File: config.mk
export PLATFORM = sky130hd
export DESIGN_NAME = packetmon_64
export DESIGN_NICKNAME = d
export VERILOG_FILES = /design/src/rtl/packetgen_pkg.sv /design/src/rtl/packetmon_64_sat_counter.sv /design/src/rtl/packetmon_64.sv
export SDC_FILE = /design/constraint.sdc
export NUM_CORES = 1
export LEC_CHECK = 0
export CAP_MARGIN = 10
export CORE_ASPECT_RATIO = 1.25
export CORE_MARGIN = 2
export CORE_UTILIZATION = 40
export CTS_CLUSTER_SIZE = 30
export DETAILED_ROUTE_END_ITERATION = 8
export PLACE_DENSITY_LB_ADDON = 0.1
export SYNTH_ARGS = -nofsm -noshare
export SYNTH_HDL_FRONTEND = slang
export SYNTH_SLANG_ARGS = --single-unit
File: constraint.sdc
create_clock -name clk -period 11.4 [get_ports clk]
set_input_delay 1.71 -clock clk [delete_from_list [all_inputs] [get_ports clk]]
set_output_delay 1.71 -clock clk [all_outputs]
set_load 0.005 [all_outputs]
File: src/rtl/packetgen_pkg.sv
// Shared definitions for the packet monitor: FSM encoding, Ethernet header
// byte offsets and small keep-mask helpers.
package packetgen_pkg;

  typedef enum logic [1:0] {
    HDR0 = 2'd0,
    HDR1 = 2'd1,
    BODY = 2'd2
  } state_t;

  localparam int unsigned BEAT_BYTES  = 8;
  localparam int unsigned MAC_BYTES   = 6;
  localparam int unsigned DMAC_OFF    = 0;
  localparam int unsigned ETYPE_OFF   = DMAC_OFF + 2 * MAC_BYTES;
  localparam int unsigned PAYLOAD_OFF = ETYPE_OFF + 2;
  localparam int unsigned MIN_LEN     = PAYLOAD_OFF;
  localparam int unsigned LEN_WIDTH   = 16;

  function automatic logic [3:0] popcount8(input logic [7:0] k);
    logic [3:0] c;
    c = 4'd0;
    for (int i = 0; i < 8; i++) c = c + 4'(k[i]);
    return c;
  endfunction

  // True when the set bits form one run starting at bit 0 (empty included).
  function automatic logic keep_contig(input logic [7:0] k);
    return (k & (k + 8'd1)) == 8'd0;
  endfunction

endpackage

File: src/rtl/packetmon_64_sat_counter.sv
// Saturating accumulator: adds inc_val when inc_en, sticks at all-ones.
module sat_counter #(
  parameter int unsigned WIDTH     = 32,
  parameter int unsigned INC_WIDTH = 1
) (
  input  logic                 clk,
  input  logic                 rst_n,
  input  logic                 inc_en,
  input  logic [INC_WIDTH-1:0] inc_val,
  output logic [WIDTH-1:0]     count
);

  localparam int unsigned SUM_W = ((WIDTH > INC_WIDTH) ? WIDTH : INC_WIDTH) + 1;

  logic [SUM_W-1:0] sum;

  assign sum = SUM_W'(count) + SUM_W'(inc_val);

  always_ff @(posedge clk or negedge rst_n) begin
    if (!rst_n) begin
      count <= '0;
    end else if (inc_en) begin
      count <= (|sum[SUM_W-1:WIDTH]) ? '1 : sum[WIDTH-1:0];
    end
  end

endmodule

File: src/rtl/packetmon_64.sv
// Per-flow Ethernet frame monitor on a 64-bit AXI-Stream sink: classifies
// frames by destination MAC, checks fill, length and keep format, counts.
module packetmon_64
  import packetgen_pkg::*;
#(
  parameter int unsigned             N_FLOWS   = 4,
  parameter logic [48*N_FLOWS-1:0]   D_MACS    = {48'hABCDEF000001, 48'hABCDEF000002,
                                                  48'hABCDEF000003, 48'hABCDEF000004},
  parameter logic [11*N_FLOWS-1:0]   SIZES     = {11'd192, 11'd192, 11'd192, 11'd192},
  parameter logic [8*N_FLOWS-1:0]    PAYLOADS  = {8'hAA, 8'hBB, 8'hCC, 8'hDD},
  parameter int unsigned             CNT_WIDTH = 32
) (
  input  logic                           clk,
  input  logic                           rst_n,
  input  logic [63:0]                    s_axis_tdata,
  input  logic [7:0]                     s_axis_tkeep,
  input  logic                           s_axis_tvalid,
  input  logic                           s_axis_tlast,
  output logic [N_FLOWS*CNT_WIDTH-1:0]   pkt_cnt,
  output logic [N_FLOWS*CNT_WIDTH-1:0]   byte_cnt,
  output logic [N_FLOWS*CNT_WIDTH-1:0]   err_cnt,
  output logic [CNT_WIDTH-1:0]           unmatched_cnt,
  output logic                           frame_done
);

  localparam int unsigned FLOW_W = (N_FLOWS > 1) ? $clog2(N_FLOWS) : 1;

  state_t               state_q, state_d;
  logic [LEN_WIDTH-1:0] len_q, len_new;
  logic [LEN_WIDTH:0]   len_sum;
  logic                 err_q, match_q;
  logic [FLOW_W-1:0]    flow_q;

  logic [3:0]           popcnt;
  logic [47:0]          hdr_mac;
  logic                 hdr_match, cur_match;
  logic [FLOW_W-1:0]    hdr_flow, cur_flow;
  logic [10:0]          exp_size;
  logic [7:0]           exp_pay;
  logic                 fmt_bad, pay_bad, err_all;
  logic                 end_frame, short_frame;
  logic                 good_inc, bad_inc, unmatched_inc;

  always_ff @(posedge clk or negedge rst_n) begin
    if (!rst_n) state_q <= HDR0;
    else        state_q <= state_d;
  end

  // Beat classification, frame verdict and next state.
  always_comb begin
    state_d   = state_q;
    popcnt    = popcount8(s_axis_tkeep);
    len_sum   = {1'b0, len_q} + (LEN_WIDTH+1)'(popcnt);
    len_new   = len_sum[LEN_WIDTH] ? '1 : len_sum[LEN_WIDTH-1:0];

    hdr_mac = '0;
    for (int b = 0; b < int'(MAC_BYTES); b++) begin
      hdr_mac[8*(int'(MAC_BYTES)-1-b) +: 8] = s_axis_tdata[8*(int'(DMAC_OFF)+b) +: 8];
    end

    hdr_match = 1'b0;
    hdr_flow  = '0;
    for (int i = int'(N_FLOWS) - 1; i >= 0; i--) begin
      if (hdr_mac == D_MACS[48*i +: 48]) begin
        hdr_match = 1'b1;
        hdr_flow  = FLOW_W'(i);
      end
    end

    cur_match = (state_q == HDR0) ? hdr_match : match_q;
    cur_flow  = (state_q == HDR0) ? hdr_flow  : flow_q;

    exp_size = '0;
    exp_pay  = '0;
    for (int i = 0; i < int'(N_FLOWS); i++) begin
      if (cur_flow == FLOW_W'(i)) begin
        exp_size = SIZES[11*i +: 11];
        exp_pay  = PAYLOADS[8*i +: 8];
      end
    end

    fmt_bad = s_axis_tlast ? !keep_contig(s_axis_tkeep) : (s_axis_tkeep != 8'hFF);

    // Fill starts at frame byte 14: lanes 6..7 of beat 1, every body lane.
    pay_bad = 1'b0;
    for (int l = 0; l < int'(BEAT_BYTES); l++) begin
      if (s_axis_tkeep[l] && (s_axis_tdata[8*l +: 8] != exp_pay) &&
          ((state_q == BODY) ||
           ((state_q == HDR1) && (l >= int'(PAYLOAD_OFF) - int'(BEAT_BYTES))))) begin
        pay_bad = 1'b1;
      end
    end

    err_all       = err_q | fmt_bad | pay_bad | (len_new != LEN_WIDTH'(exp_size));
    end_frame     = s_axis_tvalid & s_axis_tlast;
    short_frame   = len_new < LEN_WIDTH'(MIN_LEN);
    unmatched_inc = end_frame & (short_frame | ~cur_match);
    good_inc      = end_frame & ~short_frame & cur_match & ~err_all;
    bad_inc       = end_frame & ~short_frame & cur_match &  err_all;

    if (s_axis_tvalid) begin
      if (s_axis_tlast) begin
        state_d = HDR0;
      end else begin
        case (state_q)
          HDR0:    state_d = HDR1;
          HDR1:    state_d = BODY;
          default: state_d = BODY;
        endcase
      end
    end
  end

  always_ff @(posedge clk or negedge rst_n) begin
    if (!rst_n) begin
      len_q      <= '0;
      err_q      <= 1'b0;
      match_q    <= 1'b0;
      flow_q     <= '0;
      frame_done <= 1'b0;
    end else begin
      frame_done <= end_frame;
      if (s_axis_tvalid) begin
        if (s_axis_tlast) begin
          len_q   <= '0;
          err_q   <= 1'b0;
          match_q <= 1'b0;
        end else begin
          len_q <= len_new;
          err_q <= err_q | fmt_bad | pay_bad;
          if (state_q == HDR0) begin
            flow_q  <= hdr_flow;
            match_q <= hdr_match;
          end
        end
      end
    end
  end

  for (genvar g = 0; g < int'(N_FLOWS); g++) begin : g_flow
    logic hit;
    assign hit = (cur_flow == FLOW_W'(g));

    sat_counter #(.WIDTH(CNT_WIDTH), .INC_WIDTH(1)) u_pkt (
      .clk(clk), .rst_n(rst_n), .inc_en(good_inc & hit), .inc_val(1'b1),
      .count(pkt_cnt[g*CNT_WIDTH +: CNT_WIDTH])
    );

    sat_counter #(.WIDTH(CNT_WIDTH), .INC_WIDTH(LEN_WIDTH)) u_byte (
      .clk(clk), .rst_n(rst_n), .inc_en(good_inc & hit), .inc_val(len_new),
      .count(byte_cnt[g*CNT_WIDTH +: CNT_WIDTH])
    );

    sat_counter #(.WIDTH(CNT_WIDTH), .INC_WIDTH(1)) u_err (
      .clk(clk), .rst_n(rst_n), .inc_en(bad_inc & hit), .inc_val(1'b1),
      .count(err_cnt[g*CNT_WIDTH +: CNT_WIDTH])
    );
  end

  sat_counter #(.WIDTH(CNT_WIDTH), .INC_WIDTH(1)) u_unmatched (
    .clk(clk), .rst_n(rst_n), .inc_en(unmatched_inc), .inc_val(1'b1),
    .count(unmatched_cnt)
  );

endmodule

# Word level (Yosys, flattened, before mapping)
# Cells that the tools add are included.
[totals]
register_bits = 439
word_cells = 152
out_inout_bits = 417
[op_classes]
n_addsub = 22
reduce_logical = 22
n_lt_le_gt_ge = 1
n_eq_ne = 19
bitwise_logic = 23
n_mux = 46
[ops]
columns = ["operator", "n"]
rows = [
  ["32-bit 2-to-1 mux", 13],
  ["32-bit by 1-bit adder with 33-bit output (second input constant)", 9],
  ["48-bit == test (second input constant)", 4],
  ["32-bit by 16-bit adder with 33-bit output", 4],
  ["8-bit != test", 8],
  ["8-bit 2-to-1 mux", 5],
  ["11-bit 2-to-1 mux", 3],
  ["16-bit 2-to-1 mux", 2],
  ["16-bit by 4-bit adder with 17-bit output", 1],
  ["4-bit by 1-bit adder with 4-bit output", 4],
  ["1-bit logical AND", 16],
  ["16-bit by 4-bit less-than comparator with 1-bit output (second input constant)", 1],
  ["1-bit 2-to-1 mux", 16],
  ["16-bit by 11-bit != test with 1-bit output", 1],
  ["1-bit bitwise AND", 14],
  ["2-bit 2-to-1 mux", 7],
  ["8-bit by 1-bit adder with 8-bit output (second input constant)", 1],
  ["8-bit bitwise AND", 1],
  ["8-bit zero test", 1],
  ["8-bit != test (second input constant)", 1],
  ["2-bit == test (second input constant)", 3],
  ["3-bit by 1-bit adder with 4-bit output", 1],
  ["2-bit by 1-bit == test with 1-bit output (second input constant)", 2],
  ["2-bit zero test", 2],
  ["other kinds (7)", 13],
]

# Longest topological paths before layout
[logic_depth]
ltp_word = 27
mapped_depth = 25

# Modules after synthesis
# Synthesis repeated with hierarchy kept, for this count alone.
[hier_totals]
hier_cells = 2846
area_unflattened_um2 = 27084.7
[modules_own_cells]
columns = ["module", "n_inst", "area_per_inst_um2", "cells_each"]
rows = [
  ["sat_counter at g_flow[0].u_err ...", 8, 1729.2, 179],
  ["sat_counter at g_flow[0].u_byte ...", 3, 2265.9, 235],
  ["packetmon_64", 1, 2528.7, 303],
  ["sat_counter at g_flow[1].u_byte", 1, 2270.9, 237],
  ["sat_counter at g_flow[0].u_pkt", 1, 1654.1, 169],
]

# Worst setup path before layout
# OpenSTA, ideal clock, no wires.
[synth_path]
path_kind = "in2reg"
startpoint = "input port s_axis_tkeep[0]"
endpoint = "register g_flow[1].u_byte.count[17]"
arrival_ns = 7.674
setup_slack_ns = 3.601
setup_ns = 0.125
required_ns = 11.275
cell_stages = 20
path_cell_list = "fa_1 inv_1 fa_1 fa_1 fa_1 fa_1 nand2b_1 a21oi_1 nand3b_1 nand2_1 ha_1 a211o_1 a21oi_1 o21ai_0 a41oi_1 nor4b_1 o311ai_0 a311oi_1 nor3b_1 mux2_2"
[synth_between]
elab_chain_len = 15
word_cells_on_any_way = 38
classes_between = "add/sub: 10; order compare: 1; eq/ne: 2; mux: 11; bitwise: 10; reduce/logical: 4"
[synth_rtl]
columns = ["item", "line", "source"]
rows = [
  ["start: declaration", "packetmon_64.sv:16", "input logic [7:0] s_axis_tkeep,"],
  ["1-bit by 1-bit adder with 2-bit output / 1-bit logical AND (equally long branches)", "packetgen_pkg.sv:22, packetmon_64.sv:87", ""],
  ["2-bit by 1-bit adder with 3-bit output / 1-bit logical AND (equally long branches)", "packetgen_pkg.sv:22, packetmon_64.sv:87", ""],
  ["3-bit by 1-bit adder with 4-bit output / 1-bit 2-to-1 mux (equally long branches)", "packetgen_pkg.sv:22, packetmon_64.sv:87", ""],
  ["4-bit by 1-bit adder with 4-bit output / 1-bit 2-to-1 mux (equally long branches) (4 in a row)", "packetgen_pkg.sv:22, packetmon_64.sv:87", ""],
  ["16-bit by 4-bit adder with 17-bit output / 1-bit 2-to-1 mux (equally long branches)", "packetmon_64.sv:53, packetmon_64.sv:87", ""],
  ["16-bit 2-to-1 mux / 1-bit 2-to-1 mux (equally long branches)", "packetmon_64.sv:54, packetmon_64.sv:87", ""],
  ["16-bit by 4-bit less-than comparator with 1-bit output / 1-bit 2-to-1 mux (equally long branches)", "packetmon_64.sv:96, packetmon_64.sv:87", ""],
  ["1-bit inverter / 1-bit OR (equally long branches)", "packetmon_64.sv:98, packetmon_64.sv:94", ""],
  ["1-bit bitwise AND / 1-bit OR (equally long branches)", "packetmon_64.sv:98, packetmon_64.sv:94", ""],
  ["1-bit bitwise AND / 1-bit inverter (equally long branches)", "packetmon_64.sv:98", "good_inc = end_frame & ~short_frame & cur_match & ~err_all;"],
  ["1-bit bitwise AND", "packetmon_64.sv:98", ""],
  ["1-bit bitwise AND", "packetmon_64.sv:150", ".clk(clk), .rst_n(rst_n), .inc_en(good_inc & hit), .inc_val(len_new),"],
  ["end signal: assignment", "packetmon_64_sat_counter.sv:23", "count <= (|sum[SUM_W-1:WIDTH]) ? '1 : sum[WIDTH-1:0];"],
  ["end: declaration", "packetmon_64_sat_counter.sv:10", "output logic [WIDTH-1:0] count"],
]
# Several ways; a longest one is shown, not always the timed one.
# A chain may end at the register's enable or synchronous reset.

# Worst setup path in the final report
[layout_path]
startpoint = "input port s_axis_tkeep[1]"
endpoint = "register g_flow[1].u_byte.count[23]"
[layout_between]
elab_chain_len = 15
word_cells_on_any_way = 37
classes_between = "add/sub: 10; order compare: 1; eq/ne: 2; mux: 10; bitwise: 10; reduce/logical: 4"
[layout_rtl]
columns = ["item", "line", "source"]
rows = [
  ["1-bit by 1-bit adder with 2-bit output", "packetgen_pkg.sv:22", "for (int i = 0; i < 8; i++) c = c + 4'(k[i]);"],
  ["2-bit by 1-bit adder with 3-bit output", "packetgen_pkg.sv:22", ""],
  ["3-bit by 1-bit adder with 4-bit output", "packetgen_pkg.sv:22", ""],
  ["4-bit by 1-bit adder with 4-bit output (4 in a row)", "packetgen_pkg.sv:22", ""],
  ["16-bit by 4-bit adder with 17-bit output", "packetmon_64.sv:53", "len_sum = {1'b0, len_q} + (LEN_WIDTH+1)'(popcnt);"],
  ["16-bit 2-to-1 mux", "packetmon_64.sv:54", "len_new = len_sum[LEN_WIDTH] ? '1 : len_sum[LEN_WIDTH-1:0];"],
  ["16-bit by 4-bit less-than comparator with 1-bit output", "packetmon_64.sv:96", "short_frame = len_new < LEN_WIDTH'(MIN_LEN);"],
  ["1-bit inverter", "packetmon_64.sv:98", ""],
  ["1-bit bitwise AND (3 in a row)", "packetmon_64.sv:98", ""],
  ["1-bit bitwise AND", "packetmon_64.sv:150", ""],
]
# Several ways; a longest one is shown, not always the timed one.

==> flow_summary.yaml <==
timing:
  fmax_mhz: 109
  worst_slew_pin_slew_ps: 1210
  report.final.hold_viol_count: 0
  fin_tns_setup_ps: 0
  fin_crit_sh: 0.808
  rsz0062_at_grt: "false"
  max-slew-margin-rel: 0.188
  slew_viol_final: 0
  skew_ps: 30.6
  fin_crit_ps: 9210
  setup_viol: 0
placed_design:
  hpwl_mm: 68.6
  gp_congestion: 0.895
  port_buffers: 492
  placed_cell_area_mm2: 0.0325
worst_setup_path:
  worstSetupStartpointType: "primary input"
  worstRegToRegCells: 21
  cpPeakStageDelay_ps: 910
  critical_path.most_common_cell: "fa_1"
  critPathRequiredTime_ps: 11950
  path_class: "in -> reg"
  cp_max_fo: 12
  cp.arrival_ps: 9760
  cp_cell_sequence: "clkdlybuf4s50_1 > fa_1 > inv_1 > fa_1 > fa_1 > fa_1 > fa_1 > nand2b_1 > a21oi_1 > nand3b_1 > nand2_1 > inv_1 > fa_1 > nand2b_1 > a21oi_1 > o211ai_1 > a31oi_1 > a311oi_1 > o31ai_2 > nand2_1 > or4_1 > nand2_1 > mux2_2"
  crit_slowest_cell: "o31ai_2"
  worst_setup_path_end_kind: "flop"
clock_network:
  cts_setup_buffers: 0
  numCtsBuffers: 51
  cts_sinks: 439
  cts_hold_buf: 0
  cts.reportedPaths.clkPinSlew_ps: 60
  root_buffer: "clkbuf_16"
  cts_resized: 0
  clock_latency_ps: 620
  cts_tree: "done"
  cts_max_path_buffers: 3
  htree_levels: 2
cells_and_area:
  nets: 3648
  n_fill_cell: 6173
  multiInputGateArea_mm2: 0.0150
  drive_gt1_frac: 0.0781
  finalInstanceArea_mm2: 0.0343
  regArea_mm2: 0.0110
  synthToLayoutAreaGrowth_pct: 28.4
  final_util: 0.516
synth:
  yosysTopAreaCellShare: 0.411
  synthArstFlopShare: 1.00
  yosysMostFrequentCell: "dfrtp_1"
  synth_top_area_cell: "dfrtp_1"
  yosysUniqueCellTypes: 85
  yosysWarnings: 0
  syn_area_mm2: 0.0267
  synth_seq_cells: 439
  ys_top_cells_by_area: "dfrtp_1 (41%), nand2_1 (4.8%), a21oi_1 (4.0%)"
  yosysSeqAreaShare: 0.411
  synth_commonest_cells: "dfrtp_1 (439), nand2_1 (340), nor2_1 (229)"
  syn_inst: 3018
  synth.avg_cell_area_um2: 8.86
  syn_nets: 3186
  ys.flop_type: "dfrtp_1"
  synth_edf_count: 0
global_route:
  grt-ovfl-total: 0
  grt_usage: 0.263
  grt_max_degree: 160
  grt_pass1_vias: 25136
  grt_pass1_wl_mm: 146
  antenna_found_initial: 8
power_and_ir_drop:
  power.share.combinational: 0.172
  power.density_mw_per_mm2: 117
  power_frac_seq: 0.397
  clockPowerShare: 0.431
  switching_share: 0.291
  p_int_uw: 2860
  leakage_uw: 0.0147
  power.switching_uw: 1170
  ir_drop_v: 0.000100
route:
  drtIter0Drc: 1864
  vias: 26122
  final_antenna_net_count: 0
  routedWlPerCell_um: 21.4
  dr.pass1.iters: 8
  routed_wl_mm: 94.0
  vias_per_cell: 5.96
  drc_errors: 0
floorplan:
  rows: 106
  fp.dieH_um: 293
  die_area_mm2: 0.0690
  fp.dieW_um: 235
  start_util: 0.402
  ios: 493
  fp.coreArea_mm2: 0.0666
run_status:
  outcome: "completed"
min_path:
  min_path_type: "reg -> reg"
  hold_depth: 1
run:
  cap_violations: 0
cell families (layout without fill, tap and decap cells):
kind of cell	after synthesis	count (layout)	synth area share
and+or+nand+nor	1349	1349	0.263
AOI/OAI and AO/OA	743	743	0.177
DFF	439	439	0.411
buffers and inverters	204	707	0.0306
muxes	118	118	0.0491
adders and majority gates	92	92	0.0456
xor gates and xnor gates	73	73	0.0239
other	0	1	0
power by group through the flow:
stage	Combinational [uW]	Clock (uW)	Sequential [uW]
final	693	1740	1600
after global routing	768	1840	1600
after CTS	693	1780	1600
after detailed placement	688	0	1630
after global placement	681	0	1630
after floorplan	420	0	1620
final cells by class:
| class | instances | share of cell area |
|---|---|---|
| diodes | 1 | 0.0000729 |
| well taps | 864 | 0.0315 |
| multi-input cells | 2375 | 0.436 |
| clock inverters | 19 | 0.00700 |
| inverters | 91 | 0.00995 |
| repair buffers | 522 | 0.151 |
| clock buffers | 75 | 0.0447 |
| flip-flops and latches | 439 | 0.320 |
critical path: cells and delay by family:
kind | cells | cell delay, ps
AND/OR/NAND/NOR | 7 | 2050
AO/OA/AOI/OAI | 6 | 2240
buffers and inverters | 3 | 840
multiplexers | 1 | 150
adder cells (fa/ha/maj) | 6 | 2760
flip-flops by register name, summed over array words and instances, names as in the netlist, 2 cells and up:
| name | count |
|---|---|
| flow_q | 2 |
| g_flow.u_err.count | 128 |
| len_q | 16 |
| state_q | 2 |
| g_flow.u_pkt.count | 128 |
| g_flow.u_byte.count | 128 |
| u_unmatched.count | 32 |
routing by layer:
layer | track usage | share of wire | vias to the layer above
met1 | 0.332 | 0.41 | 12772
met3 | 0.0597 | 0.070 | 197
met2 | 0.438 | 0.48 | 916
met4 | 0.106 | 0.042 | 14
li1 | - | - | 12223
met5 | 0 | 0.0011 | -
worst paths after layout:
check | slack, ps | endpoint | start
max in group asynchronous | 8110 | g_flow[0].u_byte.count[31]$_DFFE_PN0P_ | rst_n
setup reg to reg | 3870 | g_flow[1].u_byte.count[23]$_DFFE_PN0P_ | len_q[0]$_DFFE_PN0P_
min in group asynchronous | 1100 | g_flow[1].u_pkt.count[23]$_DFFE_PN0P_ | rst_n
hold / removal | 510 | err_q$_DFFE_PN0P_ | err_q$_DFFE_PN0P_
setup / recovery | 2190 | g_flow[1].u_byte.count[23]$_DFFE_PN0P_ | s_axis_tkeep[1]
hold reg to reg | 510 | err_q$_DFFE_PN0P_ | err_q$_DFFE_PN0P_
through the flow:
stage / setup WS, ps / std cells / hold slack (ps) / power (uW)
finish: 2190 / 4386 / 507 / 4030
CTS: 2300 / 4383 / 504 / 4070
floorplan: 3600 / 3018 / 454 / 2040
global route: 1630 / 4386 / 517 / 4210
global placement: 1890 / 4289 / 487 / 2310
detailed placement: 1640 / 4289 / 490 / 2320
cell usage in the layout, fill, tap and decap left out, types with 70 or more instances in the layout:
cell type,instances
a21oi_1,213
a31oi_1,113
and3_1,120
clkdlybuf4s50_1,491
dfrtp_1,439
ha_1,83
inv_1,91
mux2_2,88
nand2_1,340
nand3_1,168
nand4_1,70
nor2_1,229
nor3_1,106
o21ai_0,160
(Power assumes the default switching activity.)
